## config.mk

```make
export PLATFORM = sky130hd
export DESIGN_NAME = fc_register_bank_flat
export DESIGN_NICKNAME = d
export VERILOG_FILES = /design/src/rtl/fc_regbank_pkg.sv /design/src/rtl/fc_register_bank_if.sv /design/src/rtl/fc_regbank_decode.sv /design/src/rtl/fc_register_bank.sv /design/src/flat_wrapper.sv
export SDC_FILE = /design/constraint.sdc
export NUM_CORES = 1
export LEC_CHECK = 0
export ABC_AREA = 1
export CAP_MARGIN = 30
export CORE_ASPECT_RATIO = 1.25
export CORE_MARGIN = 1
export CORE_UTILIZATION = 50
export CTS_BUF_LIST = sky130_fd_sc_hd__clkbuf_4 sky130_fd_sc_hd__clkbuf_8
export DETAILED_ROUTE_END_ITERATION = 12
export PLACE_DENSITY = 0.84
export SLEW_MARGIN = 20
export SYNTH_ARGS = -nofsm -noshare
export SYNTH_HDL_FRONTEND = slang
export SYNTH_SLANG_ARGS = --single-unit
```

## constraint.sdc

```tcl
create_clock -name clk210_p -period 4.22 [get_ports clk210_p]
set_clock_uncertainty 0.15 [all_clocks]
set_input_delay 0.844 -clock clk210_p [delete_from_list [all_inputs] [get_ports clk210_p]]
set_output_delay 0.844 -clock clk210_p [all_outputs]
set_load 0.05 [all_outputs]
```

## src/rtl/fc_regbank_pkg.sv

```systemverilog
// Address map defaults, read fillers and named register indices for the FC register bank.
// Shared by the bank top, its address decoder and anything that talks to the bank.
package fc_regbank_pkg;

  localparam logic [15:0] RW_BASE           = 16'h0050;
  localparam logic [15:0] RO_BASE           = 16'h0001;
  localparam logic [15:0] STICKY_ADDR       = 16'h0020;
  localparam logic [15:0] ERR_ADDR          = 16'h0021;
  localparam logic [15:0] DEFAULT_RD        = 16'd123;
  localparam logic [15:0] IDLE_RD           = 16'd244;
  localparam logic [15:0] DEFAULT_THRESHOLD = 16'd2000;
  localparam logic [15:0] DBG_DEFAULT_RD    = 16'h1234;

  localparam int SYNC          = 0;
  localparam int SAMPLING_MODE = 1;
  localparam int THRESHOLD     = 2;
  localparam int CTRL4         = 3;
  localparam int REG5          = 4;

  typedef enum logic [2:0] {
    WIN_NONE,
    WIN_RW,
    WIN_RO,
    WIN_STICKY,
    WIN_ERR
  } win_e;

endpackage

```

## src/rtl/fc_register_bank_if.sv

```systemverilog
// Write/read strobe bus between the SPI slave (master side) and the register bank (slave side).
// Reads have fixed 1-cycle latency and never stall; there is no backpressure.
interface fc_register_bank_if #(
  parameter int ADDR_W = 16,
  parameter int DATA_W = 16
);
  logic              wr_en_p;
  logic [ADDR_W-1:0] wr_addr_p;
  logic [DATA_W-1:0] wr_data_p;
  logic              rd_en_p;
  logic [ADDR_W-1:0] rd_addr_p;
  logic [DATA_W-1:0] rd_data_p;
  logic              rd_valid_p;

  modport master (
    output wr_en_p, wr_addr_p, wr_data_p, rd_en_p, rd_addr_p,
    input  rd_data_p, rd_valid_p
  );

  modport slave (
    input  wr_en_p, wr_addr_p, wr_data_p, rd_en_p, rd_addr_p,
    output rd_data_p, rd_valid_p
  );
endinterface

```

## src/rtl/fc_regbank_decode.sv

```systemverilog
// Combinational address decoder: maps an address to a window and an index within it.
// Zero latency, no state; window ordering is guaranteed non-overlapping by the bank top.
module fc_regbank_decode
  import fc_regbank_pkg::*;
#(
  parameter int                ADDR_W    = 16,
  parameter int                IDX_W     = 3,
  parameter int                NUM_RW    = 8,
  parameter int                NUM_RO    = 8,
  parameter logic [ADDR_W-1:0] RW_START  = RW_BASE,
  parameter logic [ADDR_W-1:0] RO_START  = RO_BASE,
  parameter logic [ADDR_W-1:0] STICKY_AT = STICKY_ADDR,
  parameter logic [ADDR_W-1:0] ERR_AT    = ERR_ADDR
) (
  input  logic [ADDR_W-1:0] addr,
  output win_e              win,
  output logic [IDX_W-1:0]  idx
);

  logic [ADDR_W-1:0] rw_off;
  logic [ADDR_W-1:0] ro_off;

  assign rw_off = addr - RW_START;
  assign ro_off = addr - RO_START;

  always_comb begin
    win = WIN_NONE;
    idx = '0;
    if (addr >= RW_START && rw_off < ADDR_W'(NUM_RW)) begin
      win = WIN_RW;
      idx = rw_off[IDX_W-1:0];
    end else if (addr >= RO_START && ro_off < ADDR_W'(NUM_RO)) begin
      win = WIN_RO;
      idx = ro_off[IDX_W-1:0];
    end else if (addr == STICKY_AT) begin
      win = WIN_STICKY;
    end else if (addr == ERR_AT) begin
      win = WIN_ERR;
    end
  end

endmodule

```

## src/rtl/fc_register_bank.sv

```systemverilog
// FC/UART register bank: RW controls, RO status with atomic snapshot, W1C sticky events, bad-write counter.
// Reads registered (1 cycle), never stall; optional debug read port under FC_REGBANK_DBG_PORT_EN.
module fc_register_bank #(
  parameter int                       DATA_W      = 16,
  parameter int                       ADDR_W      = 16,
  parameter int                       NUM_RW      = 8,
  parameter int                       NUM_RO      = 8,
  parameter logic [ADDR_W-1:0]        RW_BASE     = fc_regbank_pkg::RW_BASE,
  parameter logic [ADDR_W-1:0]        RO_BASE     = fc_regbank_pkg::RO_BASE,
  parameter logic [NUM_RW*DATA_W-1:0] RW_RST_VAL  = '0,
  parameter int                       SNAP_IDX    = 2,
  parameter int                       SNAP_LEN    = 4,
  parameter logic [ADDR_W-1:0]        STICKY_ADDR = fc_regbank_pkg::STICKY_ADDR,
  parameter logic [ADDR_W-1:0]        ERR_ADDR    = fc_regbank_pkg::ERR_ADDR,
  parameter logic [DATA_W-1:0]        DEFAULT_RD  = fc_regbank_pkg::DEFAULT_RD,
  parameter logic [DATA_W-1:0]        IDLE_RD     = fc_regbank_pkg::IDLE_RD
) (
  input  logic                     clk210_p,
  input  logic                     reset_p,
  fc_register_bank_if.slave        bus,
  input  logic [NUM_RO*DATA_W-1:0] ro_data_p,
  input  logic [DATA_W-1:0]        event_p,
  output logic [NUM_RW*DATA_W-1:0] rw_regs_p,
  output logic [NUM_RW-1:0]        wr_strobe_p,
  input  logic [ADDR_W-1:0]        dbg_rd_addr_p,
  output logic [DATA_W-1:0]        dbg_rd_data_p
);
  import fc_regbank_pkg::*;

  localparam int MAX_N = (NUM_RW > NUM_RO) ? NUM_RW : NUM_RO;
  localparam int IDX_W = (MAX_N > 1) ? $clog2(MAX_N) : 1;
  localparam int SH_N  = (SNAP_LEN > 1) ? SNAP_LEN - 1 : 1;
  localparam int RW_LO = int'(RW_BASE);
  localparam int RW_HI = RW_LO + NUM_RW - 1;
  localparam int RO_LO = int'(RO_BASE);
  localparam int RO_HI = RO_LO + NUM_RO - 1;

  if (RW_LO <= RO_HI && RO_LO <= RW_HI) begin : g_chk_overlap
    $fatal(1, "fc_register_bank: read-write and read-only windows overlap");
  end
  if ((int'(STICKY_ADDR) >= RW_LO && int'(STICKY_ADDR) <= RW_HI) ||
      (int'(STICKY_ADDR) >= RO_LO && int'(STICKY_ADDR) <= RO_HI) ||
      (int'(ERR_ADDR) >= RW_LO && int'(ERR_ADDR) <= RW_HI) ||
      (int'(ERR_ADDR) >= RO_LO && int'(ERR_ADDR) <= RO_HI)) begin : g_chk_single
    $fatal(1, "fc_register_bank: sticky or error address inside a window");
  end
  if (SNAP_LEN < 1 || SNAP_IDX + SNAP_LEN > NUM_RO) begin : g_chk_snap
    $fatal(1, "fc_register_bank: snapshot group exceeds the read-only window");
  end

  logic [NUM_RW*DATA_W-1:0] rw_q;
  logic [SH_N*DATA_W-1:0]   shadow_q;
  logic [DATA_W-1:0]        sticky_q;
  logic [DATA_W-1:0]        err_cnt_q;
  logic [NUM_RW-1:0]        wr_strobe_q;

  win_e             wwin;
  win_e             rwin;
  logic [IDX_W-1:0] widx;
  logic [IDX_W-1:0] ridx;
  logic             snap_hit;

  fc_regbank_decode #(
    .ADDR_W(ADDR_W), .IDX_W(IDX_W), .NUM_RW(NUM_RW), .NUM_RO(NUM_RO),
    .RW_START(RW_BASE), .RO_START(RO_BASE), .STICKY_AT(STICKY_ADDR), .ERR_AT(ERR_ADDR)
  ) u_wr_dec (
    .addr(bus.wr_addr_p), .win(wwin), .idx(widx)
  );

  fc_regbank_decode #(
    .ADDR_W(ADDR_W), .IDX_W(IDX_W), .NUM_RW(NUM_RW), .NUM_RO(NUM_RO),
    .RW_START(RW_BASE), .RO_START(RO_BASE), .STICKY_AT(STICKY_ADDR), .ERR_AT(ERR_ADDR)
  ) u_rd_dec (
    .addr(bus.rd_addr_p), .win(rwin), .idx(ridx)
  );

  // Words after the group head come from the shadow captured when the head was read.
  function automatic logic [DATA_W-1:0] read_word(input win_e win, input logic [IDX_W-1:0] idx,
                                                  input logic use_shadow, input logic [DATA_W-1:0] miss);
    logic [DATA_W-1:0] word;
    word = miss;
    case (win)
      WIN_RW: word = rw_q[idx*DATA_W +: DATA_W];
      WIN_RO: begin
        word = ro_data_p[idx*DATA_W +: DATA_W];
        if (use_shadow && int'(idx) > SNAP_IDX && int'(idx) < SNAP_IDX + SNAP_LEN)
          word = shadow_q[(int'(idx) - SNAP_IDX - 1)*DATA_W +: DATA_W];
      end
      WIN_STICKY: word = sticky_q;
      WIN_ERR:    word = err_cnt_q;
      default:    word = miss;
    endcase
    return word;
  endfunction

  assign snap_hit    = bus.rd_en_p && (rwin == WIN_RO) && (int'(ridx) == SNAP_IDX);
  assign rw_regs_p   = rw_q;
  assign wr_strobe_p = wr_strobe_q;

  always_ff @(posedge clk210_p) begin
    if (reset_p) begin
      rw_q           <= RW_RST_VAL;
      sticky_q       <= '0;
      err_cnt_q      <= '0;
      wr_strobe_q    <= '0;
      bus.rd_valid_p <= 1'b0;
      bus.rd_data_p  <= '0;
    end else begin
      wr_strobe_q    <= '0;
      sticky_q       <= sticky_q | event_p;
      bus.rd_valid_p <= bus.rd_en_p;
      bus.rd_data_p  <= bus.rd_en_p ? read_word(rwin, ridx, 1'b1, DEFAULT_RD) : IDLE_RD;
      if (bus.wr_en_p) begin
        case (wwin)
          WIN_RW: begin
            rw_q[widx*DATA_W +: DATA_W] <= bus.wr_data_p;
            wr_strobe_q[widx]           <= 1'b1;
          end
          // An event arriving with the clear is kept: set wins.
          WIN_STICKY: sticky_q <= (sticky_q & ~bus.wr_data_p) | event_p;
          default: begin
            if (err_cnt_q != '1) err_cnt_q <= err_cnt_q + 1'b1;
          end
        endcase
      end
    end
  end

  if (SNAP_LEN > 1) begin : g_shadow
    always_ff @(posedge clk210_p) begin
      if (reset_p)       shadow_q <= '0;
      else if (snap_hit) shadow_q <= ro_data_p[(SNAP_IDX + 1)*DATA_W +: SH_N*DATA_W];
    end
  end else begin : g_no_shadow
    always_ff @(posedge clk210_p) shadow_q <= '0;
  end

`ifdef FC_REGBANK_DBG_PORT_EN
  win_e             dwin;
  logic [IDX_W-1:0] didx;

  fc_regbank_decode #(
    .ADDR_W(ADDR_W), .IDX_W(IDX_W), .NUM_RW(NUM_RW), .NUM_RO(NUM_RO),
    .RW_START(RW_BASE), .RO_START(RO_BASE), .STICKY_AT(STICKY_ADDR), .ERR_AT(ERR_ADDR)
  ) u_dbg_dec (
    .addr(dbg_rd_addr_p), .win(dwin), .idx(didx)
  );

  // Debug reads must not disturb the snapshot, so they see live status words.
  always_ff @(posedge clk210_p) begin
    if (reset_p) dbg_rd_data_p <= '0;
    else         dbg_rd_data_p <= read_word(dwin, didx, 1'b0, DATA_W'(DBG_DEFAULT_RD));
  end
`else
  logic unused_dbg_addr;
  assign unused_dbg_addr = ^dbg_rd_addr_p;
  assign dbg_rd_data_p   = '0;
`endif

endmodule

```

## src/flat_wrapper.sv

```systemverilog
// flat-port wrapper written by rule: the top's interface ports become plain ports
module fc_register_bank_flat import fc_regbank_pkg::*;
#(
  parameter int                       DATA_W      = 16,
  parameter int                       ADDR_W      = 16,
  parameter int                       NUM_RW      = 8,
  parameter int                       NUM_RO      = 8,
  parameter logic [ADDR_W-1:0]        RW_BASE     = fc_regbank_pkg::RW_BASE,
  parameter logic [ADDR_W-1:0]        RO_BASE     = fc_regbank_pkg::RO_BASE,
  parameter logic [NUM_RW*DATA_W-1:0] RW_RST_VAL  = '0,
  parameter int                       SNAP_IDX    = 2,
  parameter int                       SNAP_LEN    = 4,
  parameter logic [ADDR_W-1:0]        STICKY_ADDR = fc_regbank_pkg::STICKY_ADDR,
  parameter logic [ADDR_W-1:0]        ERR_ADDR    = fc_regbank_pkg::ERR_ADDR,
  parameter logic [DATA_W-1:0]        DEFAULT_RD  = fc_regbank_pkg::DEFAULT_RD,
  parameter logic [DATA_W-1:0]        IDLE_RD     = fc_regbank_pkg::IDLE_RD
)
  (clk210_p, reset_p, ro_data_p, event_p, rw_regs_p, wr_strobe_p, dbg_rd_addr_p, dbg_rd_data_p, bus_wr_en_p, bus_wr_addr_p, bus_wr_data_p, bus_rd_en_p, bus_rd_addr_p, bus_rd_data_p, bus_rd_valid_p);
  fc_register_bank_if #(.ADDR_W(ADDR_W), .DATA_W(DATA_W)) bus_i ();
  input  logic clk210_p;
  input  logic reset_p;
  input  logic [NUM_RO*DATA_W-1:0] ro_data_p;
  input  logic [DATA_W-1:0] event_p;
  output logic [NUM_RW*DATA_W-1:0] rw_regs_p;
  output logic [NUM_RW-1:0] wr_strobe_p;
  input  logic [ADDR_W-1:0] dbg_rd_addr_p;
  output logic [DATA_W-1:0] dbg_rd_data_p;
  input wire logic [$bits(bus_i.wr_en_p)-1:0] bus_wr_en_p;
  input wire logic [$bits(bus_i.wr_addr_p)-1:0] bus_wr_addr_p;
  input wire logic [$bits(bus_i.wr_data_p)-1:0] bus_wr_data_p;
  input wire logic [$bits(bus_i.rd_en_p)-1:0] bus_rd_en_p;
  input wire logic [$bits(bus_i.rd_addr_p)-1:0] bus_rd_addr_p;
  output wire logic [$bits(bus_i.rd_data_p)-1:0] bus_rd_data_p;
  output wire logic [$bits(bus_i.rd_valid_p)-1:0] bus_rd_valid_p;
  assign bus_i.wr_en_p = bus_wr_en_p;
  assign bus_i.wr_addr_p = bus_wr_addr_p;
  assign bus_i.wr_data_p = bus_wr_data_p;
  assign bus_i.rd_en_p = bus_rd_en_p;
  assign bus_i.rd_addr_p = bus_rd_addr_p;
  assign bus_rd_data_p = bus_i.rd_data_p;
  assign bus_rd_valid_p = bus_i.rd_valid_p;
  fc_register_bank #(.DATA_W(DATA_W), .ADDR_W(ADDR_W), .NUM_RW(NUM_RW), .NUM_RO(NUM_RO), .RW_BASE(RW_BASE), .RO_BASE(RO_BASE), .RW_RST_VAL(RW_RST_VAL), .SNAP_IDX(SNAP_IDX), .SNAP_LEN(SNAP_LEN), .STICKY_ADDR(STICKY_ADDR), .ERR_ADDR(ERR_ADDR), .DEFAULT_RD(DEFAULT_RD), .IDLE_RD(IDLE_RD)) u_core (.clk210_p(clk210_p), .reset_p(reset_p), .bus(bus_i), .ro_data_p(ro_data_p), .event_p(event_p), .rw_regs_p(rw_regs_p), .wr_strobe_p(wr_strobe_p), .dbg_rd_addr_p(dbg_rd_addr_p), .dbg_rd_data_p(dbg_rd_data_p));
endmodule
```

After elaboration in Yosys (flattened, before gate mapping)
Index checks and enable logic that the tools add are counted.
{ "totals": {"mem_bits_rw": 0, "ff_bits": 233, "romBits": 0, "elab_cells": 86, "latch_bits": 0, "n_memories": 0, "output_inout_bits": 169, "in_bits": 212} }
{ "op_classes": {"addsub": 8, "div_mod_pow": 0, "shifts": 5, "n_mul": 0, "bitwise": 8, "n_reduce_logical": 13, "mux": 20, "n_lt_le_gt_ge": 12, "n_eq_ne": 12} }
{ "op_table": {"columns": ["op", "n"], "rows": [
  ["indexed part select 128 x 8 -> 16 bit", 2],
  ["bitwise mux 128 bit", 1],
  ["variable shift 16 x 34 -> 128 bit (first input constant)", 1],
  ["indexed part select 16 x 34 -> 128 bit", 1],
  ["== test 16 x 6 -> 1 bit (second input constant)", 4],
  ["< comparator 16 x 4 -> 1 bit (second input constant)", 4],
  ["case mux 16 bit (4 select lines)", 1],
  ["two-way mux 16 bit", 3],
  ["indexed part select 48 x 32 -> 16 bit", 1],
  ["two-way mux 3 bit", 12],
  ["negator 7 -> 34 bit", 1],
  [">= comparator 16 x 1 -> 1 bit (second input constant)", 2],
  [">= comparator 16 x 7 -> 1 bit (second input constant)", 2],
  ["OR 16 bit", 2],
  ["subtractor 16 x 1 -> 16 bit (second input constant)", 2],
  ["subtractor 16 x 7 -> 16 bit (second input constant)", 2],
  ["subtractor 28 x 2 -> 28 bit (second input constant)", 1],
  ["adder 16 x 1 -> 16 bit (second input constant)", 1],
  ["AND 16 bit", 1],
  ["!= test 16 bit (second input constant)", 1],
  ["inverter 16 bit", 1],
  ["== test 3 x 2 -> 1 bit (second input constant)", 3],
  ["logical AND 1 bit", 8],
  ["two-way mux 8 bit", 1],
  ["14 further kinds", 20]
]} }

Logic depth before layout (Yosys ltp)
{ "logic_depth": {"word_depth": 11, "mapped_depth": 27, "depth_no_buf": 25} }

Hierarchy
A second synthesis with hierarchy kept.
{ "unflattened": {"cells_unflattened": 2075, "hier_area_um2": 13233.9} }
{ "modules_own_cells": {"columns": ["mod", "area_per_inst_um2", "n_inst", "cells_each", "seq_area_each_um2"], "rows": [
  ["fc_register_bank", 12135.4, 1, 1855, 4664.5],
  ["fc_regbank_decode", 549.3, 2, 110, 0.0]
]} }

Worst setup path before layout
Ideal clock, no wire load.
{ "synth_path": {"path_kind": "input to register", "start": "in bus_wr_addr_p[0]", "end": "reg u_core.rw_q[70], in the netlist u_core.rw_regs_p[70]", "setup_time_ns": 0.064, "t_arrival_ns": 3.699, "path_buffers": 4, "required_time_ns": 4.006, "setup_slack_ns": 0.306, "cell_stages": 23, "path_cell_list": "inv_1 > ha_1 > nand2_1 > nor2_2 > nor4_1 > nand4_1 > nor2_1 > nand2_1 > nand2_1 > inv_1 > buf_2 > buf_2 > ha_1 > ha_1 > inv_1 > clkbuf_1 > clkbuf_1 > nand2_1 > nor2_1 > nand2_1 > nand2_1 > nand2_1 > nor2_1"} }
{ "synth_between": {"elab_chain_len": 8, "word_cells_on_any_way": 22, "classes_between": "add/sub (3); order compare (4); eq/ne (3); shift (2); mux (7); reduce/logical (3)"} }
{ "synth_rtl": {"columns": ["item", "line", "text"], "rows": [
  ["start: declaration", "flat_wrapper.sv:29", "input wire logic [$bits(bus_i.wr_addr_p)-1:0] bus_wr_addr_p;"],
  ["subtractor 16 x 1 -> 16 bit", "fc_regbank_decode.sv:24", "assign ro_off = addr - RO_START;"],
  ["< comparator 16 x 4 -> 1 bit", "fc_regbank_decode.sv:32", "end else if (addr >= RO_START && ro_off < ADDR_W'(NUM_RO)) begin"],
  ["logical AND 1 bit", "fc_regbank_decode.sv:32", null],
  ["two-way mux 3 bit", "fc_regbank_decode.sv:32", null],
  ["two-way mux 3 bit", "fc_regbank_decode.sv:29", "if (addr >= RW_START && rw_off < ADDR_W'(NUM_RW)) begin"],
  ["negator 7 -> 34 bit", "fc_register_bank.sv:116", "rw_q[widx*DATA_W +: DATA_W] <= bus.wr_data_p;"],
  ["indexed part select 16 x 34 -> 128 bit / variable shift 16 x 34 -> 128 bit (equally long branches)", "fc_register_bank.sv:116", null],
  ["bitwise mux 128 bit", "fc_register_bank.sv:116", null],
  ["end signal: indexed assignment", "fc_register_bank.sv:116", null],
  ["end: declaration", "fc_register_bank.sv:51", "logic [NUM_RW*DATA_W-1:0] rw_q;"]
]} }
Parallel ways exist; a longest one is shown, timed or not.
A chain may end at the register's enable or synchronous reset.

Final worst setup path
{ "layout_path": {"start": "in bus_rd_addr_p[6]", "end": "reg u_core.bus.rd_data_p[1]"} }
{ "layout_between": {"elab_chain_len": 10, "word_cells_on_any_way": 30, "classes_between": "add/sub (4); order compare (6); eq/ne (6); shift (3); mux (8); reduce/logical (3)"} }
{ "layout_rtl": {"columns": ["item", "line", "text"], "rows": [
  ["start: declaration", "flat_wrapper.sv:32", "input wire logic [$bits(bus_i.rd_addr_p)-1:0] bus_rd_addr_p;"],
  ["subtractor 16 x 1 -> 16 bit", "fc_regbank_decode.sv:24", null],
  ["< comparator 16 x 4 -> 1 bit", "fc_regbank_decode.sv:32", null],
  ["logical AND 1 bit", "fc_regbank_decode.sv:32", null],
  ["two-way mux 3 bit", "fc_regbank_decode.sv:32", null],
  ["two-way mux 3 bit", "fc_regbank_decode.sv:29", null],
  ["subtractor 3 x 2 -> 4 bit", "fc_register_bank.sv:87", "word = shadow_q[(int'(idx) - SNAP_IDX - 1)*DATA_W +: DATA_W];"],
  ["subtractor 28 x 2 -> 28 bit", "fc_register_bank.sv:87", null],
  ["indexed part select 48 x 32 -> 16 bit", "fc_register_bank.sv:87", null],
  ["two-way mux 16 bit", "fc_register_bank.sv:86", "if (use_shadow && int'(idx) > SNAP_IDX && int'(idx) < SNAP_IDX + SNAP_LEN)"],
  ["case mux 16 bit (4 select lines) *", "fc_register_bank.sv:82", "case (win)"],
  ["end signal: assignment", "fc_register_bank.sv:112", "bus.rd_data_p <= bus.rd_en_p ? read_word(rwin, ridx, 1'b1, DEFAULT_RD) : IDLE_RD;"],
  ["end: declaration", "fc_register_bank_if.sv:22", "output rd_data_p, rd_valid_p"]
]} }
Every way passes the cells marked *; elsewhere a longest branch is shown, timed or not.

==> metrics.cfg <==
[global_routing]
met2_usage_pct=69.2
grt_pass1_wl_um=87400
met3_usage_pct=9.34
global_route.usage.met1_pct=42.4
grt.total_usage_pct=40.9
top_usage_layer=met2
grt_max_degree=69
grt_remaining_overflow=0
grt_pass1_vias=15900
antenna_found_initial=2

[floorplanning]
row_count=67
start_util_pct=51.3
die_area_mm2=0.0283
core_area_mm2=0.0270
die-width_um=151
dieHeight_um=188
ioPinCount=381

[pwr]
power.internal_mw=3.67
power_frac_seq_pct=44.4
power.net_switching_mw=1.35
clkPwrFrac_pct=41.5
p_leak_nw=8.13
p_sw_share_pct=26.8
p_comb_share_pct=14.1
powerDensity_mw_per_mm2=265
ir_worst_vdd_mv=0.226

[outcome]
outcome=complete, no violations

[clock_tree]
cts_buffer_depth=3
holdBufCountCts=0
cts_setup_buffers=0
clk_latency_ns=0.55
cts-buffers-inserted=38
clock_sinks=233
htreeDepth=2
cts_tree=done
root_buffer=clkbuf_8
cts_resized=0
clk_pin_slew_ns=0.06

[place]
io_buffer_count=348
post_dp_cell_area_mm2=0.0181
placed_cells=2907
dpl.hpwl_um=44700
gp_congestion=1.00

[timing]
hold_viol_final=0
min_period_over_period_pct=88.3
drv_slew=0
worst_pin_slew_ns=0.744
max_freq_mhz=268
min_period_ns=3.73
max_slew_margin_pct=50.4
whs_ns=0.328
setup_viol=0
fin_tns_setup_ns=0
rsz0062_at_grt=no

[drt]
ant_nets=0
detail_route.first_pass.iterations=5
drc=0
via_per_inst=5.62
vias=16700
routed_wl_um=59300
routedWlPerCell_um=20.0
drtIter0Drc=1442

[finish]
areaGrowthSynthToFinish_pct=36.8
fin_cells=2972
final_area_mm2=0.0189
nets=2825
drive_above_1_share_pct=9.22

[worst_hold_path]
min_from=u_core.rw_regs_p[24]$_SDFFE_PP0P_
worstHoldPathCells=2
hold_end=u_core.rw_regs_p[24]$_SDFFE_PP0P_
hp-class=flop to flop

[logic_synthesis]
synth-edff-count=0
yosys_register_bits=233
avgSynthCellArea_um2=6.22
synth_area_mm2=0.0138
ys.flop_type=dfxtp_1
ys_warn_count=0
seq_area_frac_synth_pct=33.7
syn_inst=2225
synth-async-reset-ratio_pct=0
synth_cell_type_count=48

[worst_setup_path]
crit_type=input port to flop
r2r_end=u_core.err_cnt_q[14]$_SDFFE_PP0P_
timing.rr.start=u_core.err_cnt_q[0]$_SDFFE_PP0P_
worstRegToRegCells=14
cp.required_ns=4.50
setup.worst_path.end_class=flop
crit_fanout=32
startpoint_type=input port
critPathArrivalTime_ns=4.01
rrSetupSlack_ns=1.65

[flow_run]
max-cap-violations=0

==> cell type report <==
class	instances	area (um2)
fillers	2353	8060
multi-input cells	1619	7580
flip-flops and latches	233	4660
repair buffers	469	4570
inverters	241	907
clock buffers	57	722
well taps	345	432
clock inverters	5	52.6
diodes	3	7.51
==> layout by cell type (no fill, tap or decap), drive strengths merged, types with 2 or more instances in the layout <==
| cell | instances |
|---|---|
| o221ai | 16 |
| nand3 | 281 |
| ha | 11 |
| nor3 | 57 |
| inv | 236 |
| o21ai | 169 |
| xor2 | 7 |
| a221oi | 4 |
| dfxtp | 233 |
| clkdlybuf4s50 | 348 |
| a21oi | 63 |
| nand3b | 28 |
| o21a | 2 |
| nand2 | 526 |
| o211ai | 15 |
| buf | 121 |
| nor3b | 5 |
| nor2 | 364 |
| nor4 | 4 |
| clkbuf | 57 |
| nand4 | 15 |
| a22oi | 10 |
| conb | 16 |
| or2 | 2 |
| a211oi | 19 |
| diode | 3 |
| clkinv | 8 |
==> worst max-delay path by stage <==
stage	from	to
after CTS	bus_wr_addr_p[0]	u_core.rw_regs_p[88]$_SDFFE_PP0P_
after detailed placement	bus_wr_addr_p[0]	u_core.rw_regs_p[88]$_SDFFE_PP0P_
after floorplan	bus_wr_addr_p[0]	u_core.rw_regs_p[70]$_SDFFE_PP0P_
after global placement	bus_wr_addr_p[0]	u_core.rw_regs_p[91]$_SDFFE_PP0P_
after global routing	bus_wr_addr_p[1]	u_core.rw_regs_p[92]$_SDFFE_PP0P_
final	bus_rd_addr_p[6]	u_core.bus.rd_data_p[1]$_SDFF_PP0_
==> Yosys cell counts, drive strengths merged (11+ instances only) <==
library cell  instances  area, um2
nand2               526       2000
nor2                364       1450
nand3               281       1440
inv                 235        882
dfxtp               233       4660
o21ai               169        861
buf                  91        539
a21oi                63        315
nor3                 57        290
clkbuf               56        211
nand3b               28        210
a211oi               19        143
o221ai               16        140
nand4                15        100
o211ai               15        113
ha                   11        138
==> power groups by stage <==
stage	Combinational [mW]	Clock (mW)	Sequential (mW)
finish	0.707	2.08	2.23
global placement	0.683	0	2.28
floorplan	0.332	0	2.29
CTS	0.692	2.09	2.23
detailed placement	0.688	0	2.28
global route	0.756	2.18	2.23
==> per-layer routing <==
layer / routed length, um / up-vias
li1: - / 7915
met1: 20200 / 7573
met2: 28200 / 933
met3: 5460 / 270
met4: 5430 / 0
met5: 0 / -
==> cells by family after synthesis <==
family	synth area share, %
AOI/OAI and AO/OA	12.4
other	0.0271
buffers and inverters	12.0
xor gates and xnor gates	0.506
DFF	33.7
and+or+nand+nor	40.3
adders and majority gates	0.995
==> registers in the layout, summed over array words and instances (netlist names) <==
signal and flops:
u_core.rw_regs_p 128, u_core.shadow_q 48, u_core.bus.rd_data_p 16, u_core.err_cnt_q 16, u_core.sticky_q 16, u_core.wr_strobe_p 8, u_core.bus.rd_valid_p 1
==> critical path: stages <==
cell             delay [ns]
clkdlybuf4s50_1        0.60
nand2_1                0.08
nor2_1                 0.18
nand2_1                0.07
nor2_1                 0.10
nand3_1                0.08
nor2_1                 0.15
nand3_2                0.13
buf_4                  0.17
nand2_2                0.08
buf_4                  0.40
nand3_1                0.28
nand3_1                0.16
nand2_1                0.07
nand2_1                0.05
nand3_1                0.09
nand2_1                0.10
inv_1                  0.06
a21oi_1                0.27
==> per-stage QoR <==
step	utilization, %	power [mW]	setup WS (ns)
floorplan	-	2.62	0.306
global placement	67.2	2.96	0.0138
detailed placement	67.2	2.97	-0.0226
CTS	70.1	5.01	0.529
global route	70.1	5.16	0.167
finish	70.1	5.02	0.493
Note: power is estimated with default switching activity, not from simulation.
